<file path="config.mk">
export PLATFORM = sky130hd
export DESIGN_NAME = bsg_wormhole_router_adapter_in_multi
export DESIGN_NICKNAME = d
export VERILOG_FILES = /design/src/rtl/bsg_wormhole_router_adapter_in_multi.sv
export SDC_FILE = /design/constraint.sdc
export NUM_CORES = 1
export LEC_CHECK = 0
export BUFFER_PORTS_ARGS = -buffer_cell sky130_fd_sc_hd__buf_2
export CAP_MARGIN = 40
export CORE_MARGIN = 10
export CORE_UTILIZATION = 45
export DETAILED_ROUTE_END_ITERATION = 12
export PLACE_DENSITY_LB_ADDON = 0.3
export SETUP_SLACK_MARGIN = 0.1
export SLEW_MARGIN = 20
export SYNTH_ARGS = -nofsm -noshare
export SYNTH_HDL_FRONTEND = slang
export SYNTH_SLANG_ARGS = --single-unit
</file>
<file path="constraint.sdc">
create_clock -name clk_i -period 2.9 [get_ports clk_i]
set_input_delay 0.145 -clock clk_i [delete_from_list [all_inputs] [get_ports clk_i]]
set_output_delay 0.145 -clock clk_i [all_outputs]
set_load 0.05 [all_outputs]
</file>
<file path="src/rtl/bsg_wormhole_router_adapter_in_multi.sv">
`default_nettype none
// ============================================================================
// Module   : bsg_wormhole_router_adapter_in_multi
// Purpose  : Round-robin arbitrates among num_in_p packet sources and
//            serializes the granted packet {payload, len, cord} into
//            flit_width_p flits on one ready-and wormhole link. Packets whose
//            len needs more flits than the packet can hold are consumed and
//            reported on drop_o / drop_id_o instead of being sent.
// Ports    : clk_i, reset_n_i (async, active-low)
//            packet_i / v_i / ready_o : per-source packet handshake
//            link_o  : {v, ready_and_rev(=0), data} to the router
//            link_i  : {v, ready_and_rev, data}; only ready_and_rev is used
//            drop_o  : one-cycle drop pulse; drop_id_o : source of last drop
// Revision : 1.0  initial release
// ============================================================================
module bsg_wormhole_router_adapter_in_multi #(
  parameter int num_in_p            = 2,
  parameter int max_payload_width_p = 64,
  parameter int len_width_p         = 4,
  parameter int cord_width_p        = 5,
  parameter int flit_width_p        = 16,
  localparam int pw        = max_payload_width_p + len_width_p + cord_width_p,
  localparam int max_flits = (pw + flit_width_p - 1) / flit_width_p,
  localparam int lw        = flit_width_p + 2,
  localparam int id_w      = (num_in_p > 1) ? $clog2(num_in_p) : 1
) (
  input  logic                     clk_i,
  input  logic                     reset_n_i,
  input  logic [num_in_p*pw-1:0]   packet_i,
  input  logic [num_in_p-1:0]      v_i,
  output logic [num_in_p-1:0]      ready_o,
  output logic [lw-1:0]            link_o,
  input  logic [lw-1:0]            link_i,
  output logic                     drop_o,
  output logic [id_w-1:0]          drop_id_o
);

  localparam int pad_w = max_flits * flit_width_p;

  typedef enum logic [0:0] {
    IDLE = 1'b0,
    SEND = 1'b1
  } state_e;

  state_e                  state_r, state_n;
  logic [pad_w-1:0]        pkt_r;
  logic [len_width_p-1:0]  len_r;
  logic [len_width_p-1:0]  cnt_r;
  logic [id_w-1:0]         rr_r;
  logic                    drop_r;
  logic [id_w-1:0]         drop_id_r;

  logic [pw-1:0]           pkts [num_in_p];
  logic [num_in_p-1:0]     grant;
  logic [id_w-1:0]         winner;
  logic                    found;
  logic [pw-1:0]           win_pkt;
  logic [len_width_p-1:0]  win_len;
  logic [pad_w-1:0]        win_padded;
  logic                    too_long;
  logic                    link_ready;
  logic                    last;
  logic                    acc;
  logic                    accept;
  logic                    unused_link;

  for (genvar g = 0; g < num_in_p; g++) begin : g_unpack
    assign pkts[g] = packet_i[g*pw +: pw];
  end

  assign link_ready  = link_i[flit_width_p];
  assign unused_link = ^{link_i[lw-1], link_i[flit_width_p-1:0]};

  assign last   = (cnt_r == len_r);
  // Acceptance overlaps the last-flit handshake so packets go back to back.
  assign acc    = (state_r == IDLE) || (last && link_ready);
  assign accept = acc && (|v_i);

  // Round-robin: first valid source at or above rr, then wrap below rr.
  always_comb begin
    grant  = '0;
    winner = '0;
    found  = 1'b0;
    for (int i = 0; i < num_in_p; i++) begin
      if (!found && v_i[i] && (i >= int'(rr_r))) begin
        found    = 1'b1;
        grant[i] = 1'b1;
        winner   = id_w'(i);
      end
    end
    for (int i = 0; i < num_in_p; i++) begin
      if (!found && v_i[i] && (i < int'(rr_r))) begin
        found    = 1'b1;
        grant[i] = 1'b1;
        winner   = id_w'(i);
      end
    end
  end

  assign win_pkt  = pkts[winner];
  assign win_len  = win_pkt[cord_width_p +: len_width_p];
  assign too_long = (32'(win_len) > 32'(max_flits - 1));

  always_comb begin
    win_padded         = '0;
    win_padded[pw-1:0] = win_pkt;
  end

  // Reset gates ready so no source sees a handshake while held in reset.
  assign ready_o = grant & {num_in_p{acc & reset_n_i}};

  always_comb begin
    state_n = state_r;
    if (acc) begin
      state_n = (accept && !too_long) ? SEND : IDLE;
    end
  end

  always_ff @(posedge clk_i or negedge reset_n_i) begin
    if (!reset_n_i) begin
      state_r <= IDLE;
    end else begin
      state_r <= state_n;
    end
  end

  // The packet register shifts down one flit per handshake, so the flit on
  // the link is always the low slice and holds while the link stalls.
  always_ff @(posedge clk_i or negedge reset_n_i) begin
    if (!reset_n_i) begin
      pkt_r     <= '0;
      len_r     <= '0;
      cnt_r     <= '0;
      rr_r      <= '0;
      drop_r    <= 1'b0;
      drop_id_r <= '0;
    end else begin
      drop_r <= 1'b0;
      if (accept) begin
        rr_r <= (winner == id_w'(num_in_p - 1)) ? '0 : winner + 1'b1;
        if (too_long) begin
          drop_r    <= 1'b1;
          drop_id_r <= winner;
        end else begin
          pkt_r <= win_padded;
          len_r <= win_len;
          cnt_r <= '0;
        end
      end else if ((state_r == SEND) && link_ready && !last) begin
        cnt_r <= cnt_r + 1'b1;
        pkt_r <= pkt_r >> flit_width_p;
      end
    end
  end

  assign link_o    = {(state_r == SEND), 1'b0, pkt_r[flit_width_p-1:0]};
  assign drop_o    = drop_r;
  assign drop_id_o = drop_id_r;

endmodule
`default_nettype wire
</file>
==> summary.txt, run 1 <==
Drt
  – Initial drt markers: 220
  – DRC Markers: 0
  – First drt pass iteration count: 4
  – Routed Antenna Nets: 0
  – Routed WL: about 12000 um
  – Via count: 3720
  – Routed len/inst: 15.7 um
  – Via/cell ratio: between 4 and 5

Global route
  – First-pass GRT wire length: between 15000 and 20000 um
  – GRT overflow: 0
  – Number of antenna violations at the first check in global routing: 0
  – Vias in the first global route: ~4000
  – Largest net degree at the start of global routing: 81
  – GRT Overall Usage: around 15%

Yosys
  – Ys async rst share: 100%
  – Post-Syn Area: between 4000 and 5000 um2
  – Gate Count Post-Synth: around 460
  – Prevailing post-synth register cell: dfrtp_1
  – Synth area leaders: dfrtp_1, mux2i_1, a221oi_2, nor2_1, a221oi_1
  – Synth cell types: 35
  – Synthesized Nets: about 630
  – Seq cells post-synth: 85
  – Seq/Total Area, Yosys: between 40% and 50%
  – Number of flops mapped to enable cells by yosys: 0
  – Leading area contributor after synthesis: dfrtp_1
  – Mean Syn Cell Area: about 10 um2
  – Area share of the largest cell type after synthesis: between 40% and 50%
  – Yosys warnings: 0

Finish
  – Syn-to-layout area delta: 22.5%
  – Commonest non-fill, non-tap cells in the layout: buf_2, mux2i_1, dfrtp_1
  – Commonest non-fill, non-tap cell in the layout: buf_2
  – Reg area: 2130 um2
  – # diodes: 0
  – Fillcell total: roughly 970
  – Multi-input gate area: approximately 2200 um2
  – Fin util: 56.9%
  – Share of layout cells above drive strength 1: a little under two fifths
  – Final #Nets: 775

Worst setup path
  – Critical path fanouts, max: 9
  – Crit Path Category: reg -> out
  – Crit-path slowest cell: or4_4
  – CP Launch Type: register
  – CP bufs+invs: 1
  – Critical path arrival: around 2.4 ns
  – Crit end category: primary output
  – Req. time, crit path: 2.76 ns
  – Critical Path Max Stage Delay: 0.58 ns
  – CP top delay family: simple AND/OR/NAND/NOR gates
  – CP Cell Sequence: xor2_1 -> or4_4 -> o21ai_4 -> nand2_1 -> nor2_1 -> buf_2

Timing
  – Final Skew: around 0.011 ns
  – RSZ-0062 raised after global routing: false
  – Setup TNS: 0 ns
  – Final Max Tran Viols: 0
  – Tcrit/Tclk final: just under 90%
  – Setup ws final: around 0.39 ns
  – Hold Fails Final Rpt: 0
  – Min cycle time layout: between 2 and 3 ns
  – Slew @ Worst Pin: around 0.60 ns
  – Final setup viols: 0
  – Max Fclk: 398 MHz
  – Slew HR: approximately three fifths

Run status
  – Outcome: complete, no violations

Pwr
  – Cell Pwr Density: 978 nW/um2
  – VDD IR max: around 710 uV
  – Net switching power: 2.48 mW
  – Pint: 3.30 mW
  – Power after layout: 5.78 mW
  – Switching share of power: a little over two fifths
  – Reg power frac: about a third
  – Static leakage: approximately 3.1 nW
  – Comb power frac: between 40% and 50%
  – Clk network pwr share: between 10% and 20%

Clock tree
  – CTS Sinks: 85
  – Post-CTS Setup Inserts: 0
  – Clock transition at path regs: roughly 0.09 ns
  – Total CTS buffers: 9
  – CTS H-tree depth: 3
  – Worst-Skew Late Latency: roughly 0.35 ns
  – CTS root buffer: clkbuf_8
  – CTS tree: done
  – Clk buf depth: 2

Worst hold path
  – Hold/Removal Path Class: in -> reg

Floorplanning
  – Die H: 124 um
  – Row count: 37
  – Die area: ~15000 um2
  – IO Pins: between 150 and 200
  – Core area: about 10000 um2
  – Initial Utilization: between 40% and 50%
  – Die X: between 100 and 150 um

Placement
  – HPWL Detailed: between 8000 and 9000 um
  – RD Place Congestion: between 0.7 and 0.8
  – Worst slack at placement: 0.575 ns
  – PortBufs: 171

Job
  – Max Cap Violations: 0
## state kept, by name (all words and copies together), names as in the netlist
signal	flops
drop_o	1
len_r	4
state_r	1
rr_r	1
pkt_r	73
drop_id_o	1
cnt_r	4
## power groups by stage
stage	Combinational (mW)	Clock, mW	Sequential, mW
after floorplan	2.40	0	1.99
after global placement	2.79	0	2.01
after detailed placement	2.86	0	2.04
after CTS	2.87	0.958	2.02
after global routing	3.14	1.01	2.09
final	2.83	0.931	2.02
## kinds of logic (layout without fill, tap and decap cells)
| logic type | after synthesis | after routing | share of synthesized area (%) |
|---|---|---|---|
| buffers and inverters | 105 | 252 | 10.6 |
| AND/OR/NAND/NOR | 99 | 99 | 8.33 |
| multiplexers | 89 | 89 | 18.5 |
| flip-flops | 85 | 85 | 44.1 |
| AO/OA/AOI/OAI | 78 | 78 | 17.1 |
| XOR/XNOR | 6 | 6 | 1.09 |
| adder cells (fa/ha/maj) | 1 | 1 | 0.259 |
| other | 1 | 1 | 0.0778 |
## metal layers
layer	share of wire [%]	vias up	global-route usage [%]
met5	0	-	0
met4	0.66	0	3.71
met3	5.9	5	3.92
met2	48	95	24.8
met1	45	1730	19.7
li1	-	1890	-
## cell type report
| class | count | area share (%) |
|---|---|---|
| clock buffers | 9 | 2.10 |
| clock inverters | 7 | 1.67 |
| inverters | 57 | 3.62 |
| multi-input cells | 274 | 37.5 |
| flip-flops and latches | 85 | 36.0 |
| well taps | 136 | 2.88 |
| repair buffers | 179 | 16.2 |
## path summary, 6_finish.rpt
kind | start | endpoint | slack [ns] | cells past startpoint
worst min register to register | rr_r | rr_r | 0.52 | 1
worst max register to register | cnt_r[0] | pkt_r[68] | 0.53 | 6
worst max-delay path | cnt_r[0] | ready_o[1] | 0.39 | 6
worst min-delay path | v_i[1] | rr_r | 0.07 | 2
min in group asynchronous | reset_n_i | pkt_r[70] | 0.31 | 2
max in group asynchronous | reset_n_i | pkt_r[38] | 1.59 | 3
## what timing repair did
action,CTS,global route
hold buffers,1,0
gates resized for setup,0,0
endpoints found under the hold margin,39,0
## synthesized netlist by cell type, types with 3 or more instances
library cell,instances
clkbuf_1,13
o21ai_0,3
xor2_1,5
a21oi_1,8
buf_4,20
a221oi_2,29
mux2i_1,88
buf_2,8
buf_1,3
inv_1,57
a221oi_1,27
buf_6,4
o21a_1,3
nand2_1,25
dfrtp_1,85
nor2_1,65
## metrics by stage
step / instances / hold WS (ns) / cell area [um2]
2_1_floorplan: 464 / -0.151 / 4820
3_3_place_gp: 730 / 0.162 / 5670
3_5_place_dp: 730 / 0.166 / 5670
4_1_cts: 747 / 0.0564 / 5910
5_1_grt: 747 / 0.0782 / 5910
6_report: 747 / 0.0723 / 5910
Note: power is estimated with default switching activity, not from simulation.
==> run 2: changes to the inputs <==
--- a/config.mk
+++ b/config.mk
@@ -5,10 +5,12 @@
 export SDC_FILE = /design/constraint.sdc
 export NUM_CORES = 1
 export LEC_CHECK = 0
+export ABC_CLOCK_PERIOD_IN_PS = 2900
 export BUFFER_PORTS_ARGS = -buffer_cell sky130_fd_sc_hd__buf_2
 export CAP_MARGIN = 40
 export CORE_MARGIN = 10
 export CORE_UTILIZATION = 45
+export CTS_BUF_LIST = sky130_fd_sc_hd__clkbuf_4
 export DETAILED_ROUTE_END_ITERATION = 12
 export PLACE_DENSITY_LB_ADDON = 0.3
 export SETUP_SLACK_MARGIN = 0.1
==> run 2 against run 1 <==
Worst hold slack worse by 0.049 ns; register-to-register slack worse by 0.08 ns; design area up 1.8%; count of clock-buffer cells in the layout unchanged; worst setup slack worse by 0.092 ns; core utilization up 1.0 points; clock power down 17%; via count up 2.4%; global-route usage up 0.10 points; largest power group unchanged; highest routed layer unchanged.
==> summary.txt, run 2 (synthesized netlist as in run 1, its figures left out) <==
Pwr
  – Net switching power: 2.46 mW (-0.78%)
  – Comb power frac: 50.6% (+1.7 points)
  – Power after layout: 5.64 mW (-2.4%)
  – Clk network pwr share: 13.7% (-2.4 points)
  – Switching share of power: 43.6% (+0.69 points)
  – VDD IR max: 708 uV (-0.24%)
  – Static leakage: 3.19 nW (+1.4%)
  – Pint: 3.18 mW (-3.5%)
  – Reg power frac: 35.7% (+0.8 points)
  – Cell Pwr Density: 938 nW/um2 (-4.1%)

Finish
  – Fillcell total: 953 (-1.7%)
  – Share of layout cells above drive strength 1: 37.0% (-0.97 points)
  – Max reg flops: 73 (unchanged)
  – Commonest non-fill, non-tap cell in the layout: buf_2
  – Fin area: 6010 um2 (+1.8%)
  – Top reg by flops: pkt_r
  – Multi-input gate area: 2210 um2 (unchanged)
  – Reg area: 2130 um2 (unchanged)
  – Syn-to-layout area delta: 24.7%
  – Final #Nets: 791 (+2.1%)
  – Commonest non-fill, non-tap cells in the layout: buf_2, mux2i_1, dfrtp_1
  – Largest registers: pkt_r (73), cnt_r (4), len_r (4)

Clock tree
  – CTS Sinks: 85 (unchanged)
  – Clock transition at path regs: 0.14 ns (+0.05 ns)
  – Total CTS buffers: 9 (unchanged)
  – Worst-Skew Late Latency: 0.42 ns (+0.07 ns)
  – CTS tree: done
  – CTS H-tree depth: 3 (unchanged)
  – CTS-repair resized insts: 0 (unchanged)
  – CTS root buffer: clkbuf_4
  – Post-CTS Setup Inserts: 0 (unchanged)
  – Hold Buf Count CTS: 17 (+16)
  – Clk buf depth: 2 (unchanged)

Timing
  – Hold WS: 0.0235 ns (-0.0488 ns)
  – Final Max Tran Viols: 0 (unchanged)
  – Setup TNS: 0 ns (unchanged)
  – Tcrit/Tclk final: 89.9% (+3.2 points)
  – RSZ-0062 raised after global routing: false
  – Setup ws final: 0.294 ns (-0.0925 ns)
  – Slew @ Worst Pin: 0.596 ns (+0.000535 ns)
  – Final Skew: 0.0194 ns (+0.00871 ns)
  – Max Fclk: 384 MHz (-3.5%)
  – Slew HR: 60.3% (about the same)
  – Final setup viols: 0 (unchanged)
  – Min cycle time layout: 2.61 ns (+0.0925 ns)
  – Hold Fails Final Rpt: 0 (unchanged)

Global route
  – GRT overflow: 0 (unchanged)
  – GRT Overall Usage: 15.3% (+0.10 points)
  – Vias in the first global route: 4023 (+0.55%)
  – Largest net degree at the start of global routing: 81 (unchanged)
  – Number of antenna violations at the first check in global routing: 1 (+1)
  – First-pass GRT wire length: 19100 um (+0.73%)

Worst setup path
  – Crit end category: primary output
  – Worst R2R Setup Slack: 0.45 ns (-0.08 ns)
  – Critical path arrival: 2.46 ns (+0.09 ns)
  – Req. time, crit path: 2.76 ns (about the same)
  – Crit Path Category: reg -> out
  – Reg2reg end: pkt_r[59]
  – Worst r2r src: rr_r
  – CP top delay family: simple AND/OR/NAND/NOR gates
  – CP Launch Type: register
  – R2r worst-path depth: 6 (unchanged)
  – CP Cell Sequence: xor2_1 -> or4_4 -> o21ai_4 -> nand2_1 -> nor2_1 -> buf_2
  – CP bufs+invs: 1 (unchanged)
  – Crit-path slowest cell: or4_4
  – Critical Path Max Stage Delay: 0.58 ns (about the same)
  – Critical path fanouts, max: 9 (unchanged)

Drt
  – First drt pass iteration count: 4 (unchanged)
  – Via/cell ratio: 4.99 (+0.17%)
  – Via count: 3811 (+2.4%)
  – Routed Antenna Nets: 0 (unchanged)
  – Routed WL: 11900 um (+1.4%)
  – DRC Markers: 0 (unchanged)
  – Initial drt markers: 214 (-2.7%)
  – Routed len/inst: 15.6 um (-0.82%)

Run status
  – Outcome: complete, no violations

Worst hold path
  – Hold endpoint: pkt_r[70]
  – Min-delay src: packet_i[70]
  – Hold/Removal Path Class: in -> reg
  – Hold Crit Depth: 3 (+1)

Floorplanning
  – IO Pins: 190 (unchanged)
  – Die X: 124 um (unchanged)
  – Core area: 10400 um2 (unchanged)
  – Die area: 15300 um2 (unchanged)
  – Row count: 37 (unchanged)
  – Die H: 124 um (unchanged)
  – Initial Utilization: 46.5% (unchanged)

Placement
  – Dpl cell area: 5670 um2 (unchanged)
  – Worst slack at placement: 0.575 ns (unchanged)
  – RD Place Congestion: 0.760 (unchanged)
  – PortBufs: 171 (unchanged)
  – HPWL Detailed: 8740 um (unchanged)

Job
  – Max Cap Violations: 0 (unchanged)
[run 2: changes by cell type in the layout (fill, tap and decap cells not counted), sizes merged]
cell | before | now
dlygate4sd3 | 1 | 17
diode | 0 | 1
[run 2: how the worst max path moves through the flow]
stage / startpoint / endpoint / slack (ns) / cells past startpoint
after global placement: cnt_r[0] / pkt_r[59] / 0.63 / 6
after floorplan: cnt_r[0] / ready_o[0] / 0.63 / 5
after CTS: cnt_r[0] / ready_o[1] / 0.28 / 6
after detailed placement: cnt_r[0] / pkt_r[60] / 0.57 / 6
after global routing: cnt_r[0] / ready_o[1] / 0.15 / 6
final: cnt_r[0] / ready_o[1] / 0.29 / 6
[run 2: tightest hold or removal path: stages]
cell     delay [ns]
buf_2          0.08
mux2i_1        0.06
mux2i_1        0.12
[run 2: per-layer routing]
layer	GRT usage (%)	vias up	part of all wire, %
met5	0	-	0
met4	4.15	0	0.93
met3	3.42	7	6.0
met2	25.1	107	49
met1	19.9	1773	44
li1	-	1924	-
[run 2: power by group through the flow]
stage	Clock [mW]	Combinational, mW	Sequential [mW]
after floorplan	0	2.40	1.99
after global placement	0	2.79	2.01
after detailed placement	0	2.86	2.04
after CTS	0.799	2.89	2.01
after global routing	0.850	3.17	2.08
final	0.775	2.85	2.01
[run 2: cell type report]
type | instances | area share [%]
Multi-Input combinational cell | 274 | 36.8
Sequential cell | 85 | 35.4
Timing Repair Buffer | 195 | 18.6
Inverter | 57 | 3.56
Tap cell | 136 | 2.83
Clock inverter | 7 | 1.64
Clock buffer | 9 | 1.12
Antenna cell | 1 | 0.0416
[run 2: through the flow]
| step | std cells | utilization, % |
|---|---|---|
| 2_1_floorplan | 464 | - |
| 3_3_place_gp | 730 | 54.7 |
| 3_5_place_dp | 730 | 54.7 |
| 4_1_cts | 763 | 58.0 |
| 5_1_grt | 764 | 58.0 |
| 6_report | 764 | 58.0 |
==> run 3: changes to the inputs <==
==> constraint.sdc (replaced) <==
create_clock -name clk_i -period 2.9 [get_ports clk_i]
set_input_delay 0.435 -clock clk_i [delete_from_list [all_inputs] [get_ports clk_i]]
set_output_delay 0.435 -clock clk_i [all_outputs]
set_load 0.05 [all_outputs]
==> run 3 against run 2 <==
Worst hold slack better by 0.070 ns; total power down 3.8%; die area unchanged; sequential power about the same; via count down 1.7%; critical path depth unchanged; clock power down 28%; worst setup slack worse by 0.048 ns; combinational power about the same; sequential share of layout area up 1.1 points; flip-flop and latch count unchanged; largest cell class unchanged.
==> summary.txt, run 3 (synthesized netlist as in run 1, its figures left out) <==
Placement
  – RD Place Congestion: 0.818 (+7.6%)
  – Worst slack at placement: 0.498 ns (-0.0767 ns)
  – HPWL Detailed: 8830 um (+1.1%)
  – PortBufs: 171 (unchanged)

Finish
  – Commonest non-fill, non-tap cell in the layout: buf_2
  – Fillcell total: 960 (+0.73%)
  – Share of layout cells above drive strength 1: 38.3% (+1.3 points)
  – Fin util: 56.2% (-1.8 points)
  – Final #Nets: 778 (-1.6%)
  – Largest registers: pkt_r (73), cnt_r (4), len_r (4)
  – Syn-to-layout area delta: 20.8%
  – Top reg by flops: pkt_r
  – Max reg flops: 73 (unchanged)
  – Commonest non-fill, non-tap cells in the layout: buf_2, mux2i_1, dfrtp_1
  – Multi-input gate area: 2220 um2 (+0.11%)
  – Reg area: 2130 um2 (unchanged)

Worst setup path
  – Critical path arrival: 2.22 ns (-0.24 ns)
  – R2r worst-path depth: 7 (+1)
  – Crit Path Category: reg -> out
  – Reg2reg end: pkt_r[41]
  – Worst R2R Setup Slack: 0.50 ns (+0.05 ns)
  – Crit end category: primary output
  – CP Launch Type: register
  – Worst r2r src: cnt_r[0]
  – Req. time, crit path: 2.47 ns (-0.29 ns)
  – CP Launch Point: cnt_r[0]
  – Critical Path Sink: ready_o[0]
  – Critical path fanouts, max: 4 (-5)

Pwr
  – Cell Pwr Density: 932 nW/um2 (-0.66%)
  – Power after layout: 5.43 mW (-3.8%)
  – VDD IR max: 560 uV (-21%)
  – Static leakage: 3.11 nW (-2.5%)

Timing
  – Min cycle time layout: 2.65 ns (+0.0476 ns)
  – Tcrit/Tclk final: 91.5% (+1.6 points)
  – Final Skew: 0.0168 ns (-0.00259 ns)
  – Slew @ Worst Pin: 0.595 ns (-0.000834 ns)
  – Slew HR: 60.3% (about the same)
  – Setup TNS: 0 ns (unchanged)
  – Hold Fails Final Rpt: 0 (unchanged)
  – Setup ws final: 0.247 ns (-0.0476 ns)
  – Final setup viols: 0 (unchanged)
  – Max Fclk: 377 MHz (-1.8%)
  – Final Max Tran Viols: 0 (unchanged)
  – RSZ-0062 raised after global routing: false

Run status
  – Outcome: complete, no violations

Floorplanning
  – Die H: 124 um (unchanged)
  – Core area: 10400 um2 (unchanged)
  – Row count: 37 (unchanged)
  – Die X: 124 um (unchanged)
  – Die area: 15300 um2 (unchanged)
  – Initial Utilization: 46.5% (unchanged)
  – IO Pins: 190 (unchanged)

Clock tree
  – CTS Sinks: 85 (unchanged)
  – Worst-Skew Late Latency: 0.41 ns (about the same)
  – Clock transition at path regs: 0.13 ns (about the same)
  – CTS root buffer: clkbuf_4
  – CTS tree: done
  – Hold Buf Count CTS: 0 (-17)
  – Total CTS buffers: 9 (unchanged)
  – Clk buf depth: 2 (unchanged)
  – CTS H-tree depth: 3 (unchanged)

Global route
  – GRT Overall Usage: 15.4% (+0.13 points)
  – Vias in the first global route: 4070 (+1.2%)
  – Largest net degree at the start of global routing: 81 (unchanged)
  – Number of antenna violations at the first check in global routing: 1 (unchanged)
  – GRT overflow: 0 (unchanged)
  – First-pass GRT wire length: 19200 um (+0.80%)

Worst hold path
  – Hold/Removal Path Class: in -> async

Job
  – Max Cap Violations: 0 (unchanged)

Drt
  – Initial drt markers: 184 (-14%)
  – DRC Markers: 0 (unchanged)
  – Via/cell ratio: 4.99 (+0.10%)
  – Routed len/inst: 15.5 um (-0.50%)
  – Routed WL: 11600 um (-2.3%)
  – Routed Antenna Nets: 0 (unchanged)
  – First drt pass iteration count: 4 (unchanged)
  – Via count: 3745 (-1.7%)
[run 3: repair_timing]
action / 4_1_cts / 5_1_grt
pin swaps: 1 / 0
setup buffers: 1 / 1
setup endpoints to repair: 2 / 2
resized for setup: 2 / 3
[run 3: worst min-delay path by stage]
stage	startpoint	endpoint	slack (ns)	cells after the start
2_1_floorplan	reset_n_i	cnt_r[0]	0.14	0
3_3_place_gp	rr_r	rr_r	0.49	1
3_5_place_dp	drop_id_o	drop_id_o	0.48	2
4_1_cts	reset_n_i	pkt_r[70]	0.09	2
5_1_grt	reset_n_i	pkt_r[70]	0.1	2
6_report	reset_n_i	pkt_r[70]	0.09	2
[run 3: power breakdown]
| group | internal, mW | total (mW) | switching [mW] |
|---|---|---|---|
| logic | 1.13 | 2.87 | 1.74 |
| clock network | 0.176 | 0.555 | 0.379 |
| registers | 1.71 | 2.00 | 0.291 |
| total | 3.02 | 5.43 | 2.41 |
[run 3: layout make-up]
class | count | share of cell area [%]
multi-input cells | 274 | 38.0
repair buffers | 182 | 17.0
flip-flops and latches | 85 | 36.5
diodes | 1 | 0.0430
inverters | 57 | 3.67
clock buffers | 10 | 1.29
clock inverters | 5 | 0.494
well taps | 136 | 2.92
[run 3: worst max-delay path: stages, from the launching register on]
cell and delay, ns:
dfrtp_1 0.44, xor2_1 0.21, or4_4 0.58, o21ai_4 0.17, nand2_1 0.10, nor2_2 0.15
buf_6 0.17
[run 3: metal layers]
layer / track usage (%) / share of wire [%]
met1: 20.5 / 45
met5: 0 / 0
met2: 24.3 / 48
met3: 3.24 / 5.7
met4: 5.39 / 1.2
[run 3: through the flow]
stage | instance area [um2] | hold slack, ns | cells
floorplan | 4820 | 0.139 | 464
global placement | 5690 | 0.489 | 732
detailed placement | 5690 | 0.485 | 732
CTS | 5800 | 0.0917 | 748
global route | 5820 | 0.0960 | 750
finish | 5820 | 0.0939 | 750
